$ cat src/rtl/riscv_pkg.sv
// Shared RISC-V pipeline definitions: datapath width, ALU operation codes and
// forwarding-select encodings used by the execute stage.
package riscv_pkg;

    localparam int XLEN = 32;

    typedef enum logic [2:0] {
        ALU_ADD = 3'b000,
        ALU_SUB = 3'b001,
        ALU_AND = 3'b010,
        ALU_OR  = 3'b011,
        ALU_SLT = 3'b101
    } alu_op_e;

    typedef enum logic [1:0] {
        FWD_RF  = 2'b00,
        FWD_WB  = 2'b01,
        FWD_MEM = 2'b10
    } fwd_sel_e;

endpackage

$ cat src/rtl/alu.sv
// Combinational integer ALU for the execute stage: add, sub, and, or and
// signed set-less-than; unassigned operation codes yield zero.
module alu
    import riscv_pkg::*;
#(
    parameter int XLEN = riscv_pkg::XLEN
) (
    input  logic [XLEN-1:0] SrcA,
    input  logic [XLEN-1:0] SrcB,
    input  logic [2:0]      ALUControl,
    output logic [XLEN-1:0] Result,
    output logic            Zero
);

    logic slt_bit;

    assign slt_bit = ($signed(SrcA) < $signed(SrcB));

    always_comb begin
        // NOTE: default first so every path assigns Result and no latch is inferred.
        Result = '0;
        case (ALUControl)
            ALU_ADD: Result = SrcA + SrcB;
            ALU_SUB: Result = SrcA - SrcB;
            ALU_AND: Result = SrcA & SrcB;
            ALU_OR:  Result = SrcA | SrcB;
            ALU_SLT: Result = {{(XLEN-1){1'b0}}, slt_bit};
            default: Result = '0;
        endcase
    end

    assign Zero = (Result == '0);

endmodule

$ cat src/rtl/execute_stage.sv
// EX stage of the 5-stage pipeline: ID/EX register, operand forwarding, ALU,
// branch resolution and the EX/MEM register feeding the Memory stage.
module execute_stage
    import riscv_pkg::*;
#(
    parameter int XLEN   = riscv_pkg::XLEN,
    parameter int REG_AW = 5
) (
    input  logic              clk,
    input  logic              rst,
    input  logic              StallE,
    input  logic              FlushE,
    input  logic              RegWriteD,
    input  logic              MemWriteD,
    input  logic              JumpD,
    input  logic              BranchD,
    input  logic              ALUSrcD,
    input  logic [1:0]        ResultSrcD,
    input  logic [2:0]        ALUControlD,
    input  logic [XLEN-1:0]   RD1D,
    input  logic [XLEN-1:0]   RD2D,
    input  logic [XLEN-1:0]   PCD,
    input  logic [XLEN-1:0]   ImmExtD,
    input  logic [XLEN-1:0]   PCPlus4D,
    input  logic [REG_AW-1:0] Rs1D,
    input  logic [REG_AW-1:0] Rs2D,
    input  logic [REG_AW-1:0] RdD,
    input  logic [1:0]        ForwardAE,
    input  logic [1:0]        ForwardBE,
    input  logic [XLEN-1:0]   ResultW,
    output logic              PCSrcE,
    output logic [XLEN-1:0]   PCTargetE,
    output logic [REG_AW-1:0] Rs1E,
    output logic [REG_AW-1:0] Rs2E,
    output logic [REG_AW-1:0] RdE,
    output logic              ResultSrcE0,
    output logic              RegWriteM,
    output logic              MemWriteM,
    output logic [1:0]        ResultSrcM,
    output logic [XLEN-1:0]   ALUResultM,
    output logic [XLEN-1:0]   WriteDataM,
    output logic [XLEN-1:0]   PCPlus4M,
    output logic [REG_AW-1:0] RdM
);

    typedef struct packed {
        logic              reg_write;
        logic              mem_write;
        logic              jump;
        logic              branch;
        logic              alu_src;
        logic [1:0]        result_src;
        logic [2:0]        alu_control;
        logic [XLEN-1:0]   rd1;
        logic [XLEN-1:0]   rd2;
        logic [XLEN-1:0]   pc;
        logic [XLEN-1:0]   imm_ext;
        logic [XLEN-1:0]   pc_plus4;
        logic [REG_AW-1:0] rs1;
        logic [REG_AW-1:0] rs2;
        logic [REG_AW-1:0] rd;
    } id_ex_t;

    typedef struct packed {
        logic              reg_write;
        logic              mem_write;
        logic [1:0]        result_src;
        logic [XLEN-1:0]   alu_result;
        logic [XLEN-1:0]   write_data;
        logic [REG_AW-1:0] rd;
        logic [XLEN-1:0]   pc_plus4;
    } ex_mem_t;

    id_ex_t          id_ex_d, id_ex_q;
    ex_mem_t         ex_mem_d, ex_mem_q;
    logic [XLEN-1:0] src_a_e, src_b_e, write_data_e, alu_result_e;
    logic            zero_e;

    // A flush forces a bubble even while the stage is stalled.
    always_comb begin
        id_ex_d = id_ex_q;
        if (FlushE) begin
            id_ex_d = '0;
        end else if (!StallE) begin
            id_ex_d = '{
                reg_write:   RegWriteD,
                mem_write:   MemWriteD,
                jump:        JumpD,
                branch:      BranchD,
                alu_src:     ALUSrcD,
                result_src:  ResultSrcD,
                alu_control: ALUControlD,
                rd1:         RD1D,
                rd2:         RD2D,
                pc:          PCD,
                imm_ext:     ImmExtD,
                pc_plus4:    PCPlus4D,
                rs1:         Rs1D,
                rs2:         Rs2D,
                rd:          RdD
            };
        end
    end

    always_comb begin
        case (ForwardAE)
            FWD_RF:  src_a_e = id_ex_q.rd1;
            FWD_WB:  src_a_e = ResultW;
            FWD_MEM: src_a_e = ex_mem_q.alu_result;
            default: src_a_e = id_ex_q.rd1;
        endcase
        case (ForwardBE)
            FWD_RF:  write_data_e = id_ex_q.rd2;
            FWD_WB:  write_data_e = ResultW;
            FWD_MEM: write_data_e = ex_mem_q.alu_result;
            default: write_data_e = id_ex_q.rd2;
        endcase
    end

    assign src_b_e = id_ex_q.alu_src ? id_ex_q.imm_ext : write_data_e;

    alu #(.XLEN(XLEN)) u_alu (
        .SrcA       (src_a_e),
        .SrcB       (src_b_e),
        .ALUControl (id_ex_q.alu_control),
        .Result     (alu_result_e),
        .Zero       (zero_e)
    );

    assign ex_mem_d = '{
        reg_write:  id_ex_q.reg_write,
        mem_write:  id_ex_q.mem_write,
        result_src: id_ex_q.result_src,
        alu_result: alu_result_e,
        write_data: write_data_e,
        rd:         id_ex_q.rd,
        pc_plus4:   id_ex_q.pc_plus4
    };

    always_ff @(posedge clk) begin
        // NOTE: non-blocking updates so both pipeline registers sample pre-edge values.
        if (rst) begin
            id_ex_q  <= '0;
            ex_mem_q <= '0;
        end else begin
            id_ex_q  <= id_ex_d;
            ex_mem_q <= ex_mem_d;
        end
    end

    assign PCSrcE      = id_ex_q.jump | (id_ex_q.branch & zero_e);
    assign PCTargetE   = id_ex_q.pc + id_ex_q.imm_ext;
    assign Rs1E        = id_ex_q.rs1;
    assign Rs2E        = id_ex_q.rs2;
    assign RdE         = id_ex_q.rd;
    assign ResultSrcE0 = id_ex_q.result_src[0];

    assign RegWriteM  = ex_mem_q.reg_write;
    assign MemWriteM  = ex_mem_q.mem_write;
    assign ResultSrcM = ex_mem_q.result_src;
    assign ALUResultM = ex_mem_q.alu_result;
    assign WriteDataM = ex_mem_q.write_data;
    assign PCPlus4M   = ex_mem_q.pc_plus4;
    assign RdM        = ex_mem_q.rd;

endmodule

$ cat config.mk
export PLATFORM = sky130hd
export DESIGN_NAME = execute_stage
export DESIGN_NICKNAME = d
export VERILOG_FILES = /design/src/rtl/riscv_pkg.sv /design/src/rtl/alu.sv /design/src/rtl/execute_stage.sv
export SDC_FILE = /design/constraint.sdc
export NUM_CORES = 1
export LEC_CHECK = 0
export CORE_UTILIZATION = 30
export DETAILED_ROUTE_END_ITERATION = 10
export PLACE_DENSITY = 0.54
export REMOVE_ABC_BUFFERS = 1
export SYNTH_ARGS = -nofsm -noshare
export SYNTH_HDL_FRONTEND = slang
export SYNTH_SLANG_ARGS = --single-unit
$ cat constraint.sdc
create_clock -name clk -period 9.4 [get_ports clk]
set_clock_uncertainty 0.15 [all_clocks]
set_input_delay 1.88 -clock clk [delete_from_list [all_inputs] [get_ports clk]]
set_output_delay 1.88 -clock clk [all_outputs]
set_load 0.01 [all_outputs]
# --- Word level (Yosys, flattened, before mapping) ---
# Cells that the tools add are included.
totals:
  reg_bits: 290
  inputBits: 225
  out_inout_bits: 154
  word_cells: 45
classes:
  add_sub_neg: 3
  order_cmp: 1
  eq_ne: 8
  mux: 4
  n_bitwise: 4
  n_reduce_logical: 3
ops:
  columns: ["cell", "n"]
  rows:
  - ["$pmux 32 s5", 1]
  - ["$pmux 32 s2", 2]
  - ["$add 32x32->32", 2]
  - ["$and 32x32->32", 1]
  - ["$logic_not 32->1", 1]
  - ["$lt 32x32->1", 1]
  - ["$mux 32", 1]
  - ["$or 32x32->32", 1]
  - ["$sub 32x32->32", 1]
  - ["$eq 3x2->1 const B", 2]
  - ["$eq 2x1->1 const B", 2]
  - ["$eq 2x2->1 const B", 2]
  - ["$eq 3x1->1 const B", 1]
  - ["$eq 3x3->1 const B", 1]
  - ["$logic_not 3->1", 1]
  - ["$reduce_or 2->1", 1]
  - ["$and 1x1->1", 1]
  - ["$or 1x1->1", 1]

# --- Logic depth before layout (Yosys ltp) ---
logic_depth:
  depth_word: 8
  ltp_mapped: 22
  depth_no_buf: 21

# --- Hierarchy ---
# Synthesis repeated with hierarchy kept, for this count alone.
unflattened:
  hier_cells: 2199
  hier_area_um2: 17877.1
modules_own_cells:
  columns: ["mod", "n_inst", "cells_each", "area_per_inst_um2", "seq_area_each_um2"]
  rows:
  - ["execute_stage", 1, 1381, 12512.0, 5805.6]
  - ["alu", 1, 818, 5365.1, 0.0]

# --- Least setup slack after synthesis ---
# No wires, ideal clock.
synth_timing:
  path_type: "input -> output"
  from: "input ForwardBE[0]"
  to: "output PCSrcE"
  arrival_ns: 6.221
  required_time_ns: 7.370
  slack_ns: 1.149
  stages: 21
  path_buffers: 3
  path_cell_list: "inv_1 -> ha_1 -> clkbuf_1 -> buf_1 -> nor2_1 -> a21oi_1 -> o21ai_0 -> ha_1 -> buf_6 -> and2_4 -> a2111oi_4 -> nand3_2 -> a2111o_1 -> a311o_1 -> a311o_1 -> a21oi_1 -> o311ai_1 -> xor2_1 -> a221oi_2 -> and3_1 -> a31o_1"
synth_between:
  elab_chain_len: 8
  elab_cells_between_ends: 13
  classes_between: "add/sub: 2; order compare: 1; eq/ne: 2; mux: 3; bitwise: 4; reduce/logical: 1"
synth_rtl:
  columns: ["item", "line_no", "rtl"]
  rows:
  - ["start: declaration", "execute_stage.sv:29", "input logic [1:0] ForwardBE,"]
  - ["$eq 2x2->1 / $eq 2x1->1 (equally long branches)", "execute_stage.sv:112", "case (ForwardBE)"]
  - ["$pmux 32 s2 *", "execute_stage.sv:112", null]
  - ["$mux 32 *", "execute_stage.sv:120", "assign src_b_e = id_ex_q.alu_src ? id_ex_q.imm_ext : write_data_e;"]
  - ["$sub 32x32->32 (tied with other cells)", "alu.sv:24", "ALU_SUB: Result = SrcA - SrcB;"]
  - ["$pmux 32 s5 *", "alu.sv:22", "case (ALUControl)"]
  - ["$logic_not 32->1 *", "alu.sv:32", "assign Zero = (Result == '0);"]
  - ["$and 1x1->1 *", "execute_stage.sv:151", "assign PCSrcE = id_ex_q.jump | (id_ex_q.branch & zero_e);"]
  - ["$or 1x1->1 *", "execute_stage.sv:151", null]
  - ["end: declaration", "execute_stage.sv:31", "output logic PCSrcE,"]
# Mark *: on every way between the ends. The rest lies on a longest branch, timed or not.

# --- Worst setup path in the final report ---
# Same ends and word-level chain as after synthesis.

==> results.py <==
metrics = {
    "status": {
        "outcome": "complete, no violations",
    },
    "yosys": {
        "ys_seq_area_share_pct": 33.3,
        "synth_cells": 2123,
        "yosysWarnings": 0,
        "synth-edff-count": 0,
        "ys_async_sr_fraction_pct": 0,
        "synth_top_flop_cell": "dfxtp_1",
        "syn_area_um2": 17400,
        "synth.area.top_cells": "dfxtp_1 33%, mux2i_1 11%, ha_1 10%",
        "synth_top_area_share_pct": 33.3,
        "synth_seq_cells": 290,
        "synth_top_area_cell": "dfxtp_1",
        "synth_cell_type_count": 85,
        "synth_area_per_inst_um2": 8.21,
    },
    "detailed_routing": {
        "number_of_drc_violations_after_detailed_routing_iteration_0": 1026,
        "finalWirelength_um": 68600,
        "post_drt_via_cell_ratio": 4.98,
        "wire_per_inst_um": 20.0,
        "dr.pass1.iters": 5,
        "antenna_violating_nets_post_route": 0,
        "drt_drc_violations_left": 0,
        "route.vias.total": 17104,
    },
    "grt": {
        "grt.overflow.total": 0,
        "grt_antenna_before_repair": 5,
        "grt_start_max_net_pins": 130,
        "grt.met3_usage_pct": 4.33,
        "gr-usage-all-layers_pct": 22.8,
        "grt_first_pass_wirelength_um": 105000,
        "grtUsageMet2_pct": 37.6,
        "grt_util_met1_pct": 30.2,
        "grt_pass1_vias": 17407,
        "busiest_layer": "met2",
    },
    "clocking": {
        "clk_pin_slew_worst_paths_ns": 0.05,
        "cts_sinks": 290,
        "cts_tree": "done",
        "cts_htree_levels": 2,
        "cts_hold_buf": 0,
        "max-clock-path-buffers": 3,
        "clock_latency_of_the_later_clocked_register_in_the_worst_skew_pair_ns": 0.56,
        "cts_root_buf": "clkbuf_16",
        "numCtsBuffers": 36,
    },
    "critical_path": {
        "crit_chain": "clkdlybuf4s50_1 > inv_1 > ha_4 > buf_4 > a22oi_1 > nor2_1 > a21oi_2 > o21ai_0 > buf_4 > ha_1 > and4_2 > a32oi_2 > buf_4 > nand3_4 > a2111o_1 > a311o_1 > a311o_1 > a21oi_2 > o311ai_1 > xor2_1 > a221oi_2 > and3_1 > a31o_1 > buf_2",
        "cpMostUsedCell": "buf_4",
        "worstSetupStartpointType": "input port",
        "crit_path_dat_ns": 7.18,
        "maximum_fanout_count_along_the_critical_path": 5,
        "critical_path.endpoint_type": "output port",
        "slowest_cell_on_the_critical_path": "clkdlybuf4s50_1",
        "critPathRequiredTime_ns": 7.37,
        "cpLargestDelayFamily": "compound AO/OA/AOI/OAI gates",
        "cp.buffers_inverters": 6,
        "critical_path_class": "input port to output port",
        "worst_path_largest_cell_delay_ns": 0.53,
    },
    "hold_path": {
        "min_path_type": "flop to flop",
    },
    "floorplanning": {
        "initial_core_util_pct": 30.6,
        "floorplan.die.height_um": 243,
        "coreArea_um2": 56900,
        "floorplan.die_area_um2": 59100,
        "fp-row-count": 87,
        "floorplan.io_pins": 379,
        "floorplan.die.width_um": 243,
    },
    "placement": {
        "port_buffers": 378,
        "dp.final_hpwl_um": 52700,
        "placedCellCount": 3369,
        "place_ws_ns": -0.543,
        "instance_area_at_placement_um2": 23500,
        "gp_congestion": 0.911,
    },
    "pwr": {
        "power-per-cell-area_nw_per_um2": 151,
        "final_total_power_uw": 3750,
        "cellLeakagePower_uw": 0.0107,
        "worst_ir_drop_on_vdd_uv": 103,
    },
    "timing": {
        "timing.slew.headroom_pct": 36.3,
        "setup_ws_ns": 0.193,
        "worst-slew-pin-transition_ns": 0.955,
        "whs_ns": 0.312,
        "final_max_slew_viol_count": 0,
        "max_freq_mhz": 109,
        "final_min_period_over_clock_period_pct": 97.9,
        "setup_repair_after_global_routing_missed_its_margin": "no",
        "final_hold_viol_count": 0,
        "setup_viol": 0,
        "layout_min_cycle_time_ns": 9.21,
    },
    "final_layout": {
        "area.growth.synth_to_final_pct": 42.6,
        "drive_gt1_share_pct": 13.6,
        "most_frequent_standard_cell_in_the_layout_excluding_fill_and_tap_cells": "clkdlybuf4s50_1",
        "stdcell_area_um2": 24900,
        "final-instance-count-excl-fill": 3433,
        "mostFrequentLayoutCells": "375 x clkdlybuf4s50_1, 364 x nor2_1, 289 x dfxtp_1",
        "final_nets": 3024,
        "n_fill_cell": 5651,
    },
    "job": {
        "maxCapViolCount": 0,
    },
}
logic make-up after synthesis:
group / after synthesis / synth area share [%]
simple gates: 682 / 17.2
compound gates: 501 / 19.2
flops: 290 / 33.3
buf+inv: 262 / 6.08
mux: 194 / 11.1
fa+ha+maj: 147 / 10.7
xor+xnor: 47 / 2.36
sequential cells by signal, summed over array words and instances (netlist names):
signal       flops
PCPlus4M        32
RdE              5
id_ex_q        134
Rs1E             5
RegWriteM        1
ResultSrcE0      1
ALUResultM      32
WriteDataM      32
RdM              5
ResultSrcM       2
ex_mem_d        35
Rs2E             5
MemWriteM        1
metrics by stage:
step	setup TNS (ns)	utilization [%]
after floorplan	0	-
after global placement	-0.488	41.3
after detailed placement	-0.543	41.3
after CTS	0	43.4
after global routing	0	43.7
final	0	43.7
final cells by class:
| cell class | count | area, um^2 | area share, % |
|---|---|---|---|
| Inverter | 119 | 447 | 1.80 |
| Tap cell | 756 | 946 | 3.81 |
| Multi-Input combinational cell | 1571 | 10700 | 43.2 |
| Timing Repair Buffer | 634 | 5740 | 23.1 |
| Sequential cell | 290 | 5810 | 23.4 |
| Clock buffer | 55 | 1070 | 4.32 |
| Antenna cell | 2 | 5.00 | 0.0201 |
| Clock inverter | 6 | 98.8 | 0.398 |
power breakdown:
| part | internal, uW | switching, uW | leakage [uW] |
|---|---|---|---|
| Sequential | 1280 | 35.0 | 0.00236 |
| Combinational | 503 | 522 | 0.00781 |
| Clock | 842 | 565 | 0.000575 |
synth_stat cells (all sizes together) (10+ instances only):
library cell    n
nor2          366
ha            144
o21a           11
mux2i         193
a21oi         127
nor3           32
o21ai         110
a21o           30
a211oi         13
nand2b         11
xor2           10
o21bai         19
a211o          11
a31oi          12
nand3          16
dfxtp         290
a221oi         10
inv           118
nor2b          61
nor4           16
a22oi          67
nand2         132
clkbuf        101
xnor2          37
o31ai          13
buf            42
per-layer routing:
metal / routed length, um / vias to the layer above
met4: 1630 / 4
met5: 22 / -
met3: 3910 / 97
li1: - / 8430
met1: 31700 / 8114
met2: 31400 / 459
repair_timing:
action	4_1_cts	5_1_grt
setup buffers	0	1
endpoints found under the setup margin	1	1
gates resized for setup	11	32
gates cloned	0	0
pin swaps	1	12
worst paths after layout:
check,start,to,slack (ns),cells after the start
worst max register to register,id_ex_q[180]$_SDFFE_PP0N_,ALUResultM[28]$_SDFF_PP0_,4.29,20
worst min register to register,ex_mem_d[4]$_SDFFE_PP0N_,PCPlus4M[4]$_SDFF_PP0_,0.31,1
worst max-delay path,ForwardBE[0],PCSrcE,0.19,24
worst min-delay path,ex_mem_d[4]$_SDFFE_PP0N_,PCPlus4M[4]$_SDFF_PP0_,0.31,1
(Power assumes the default switching activity.)
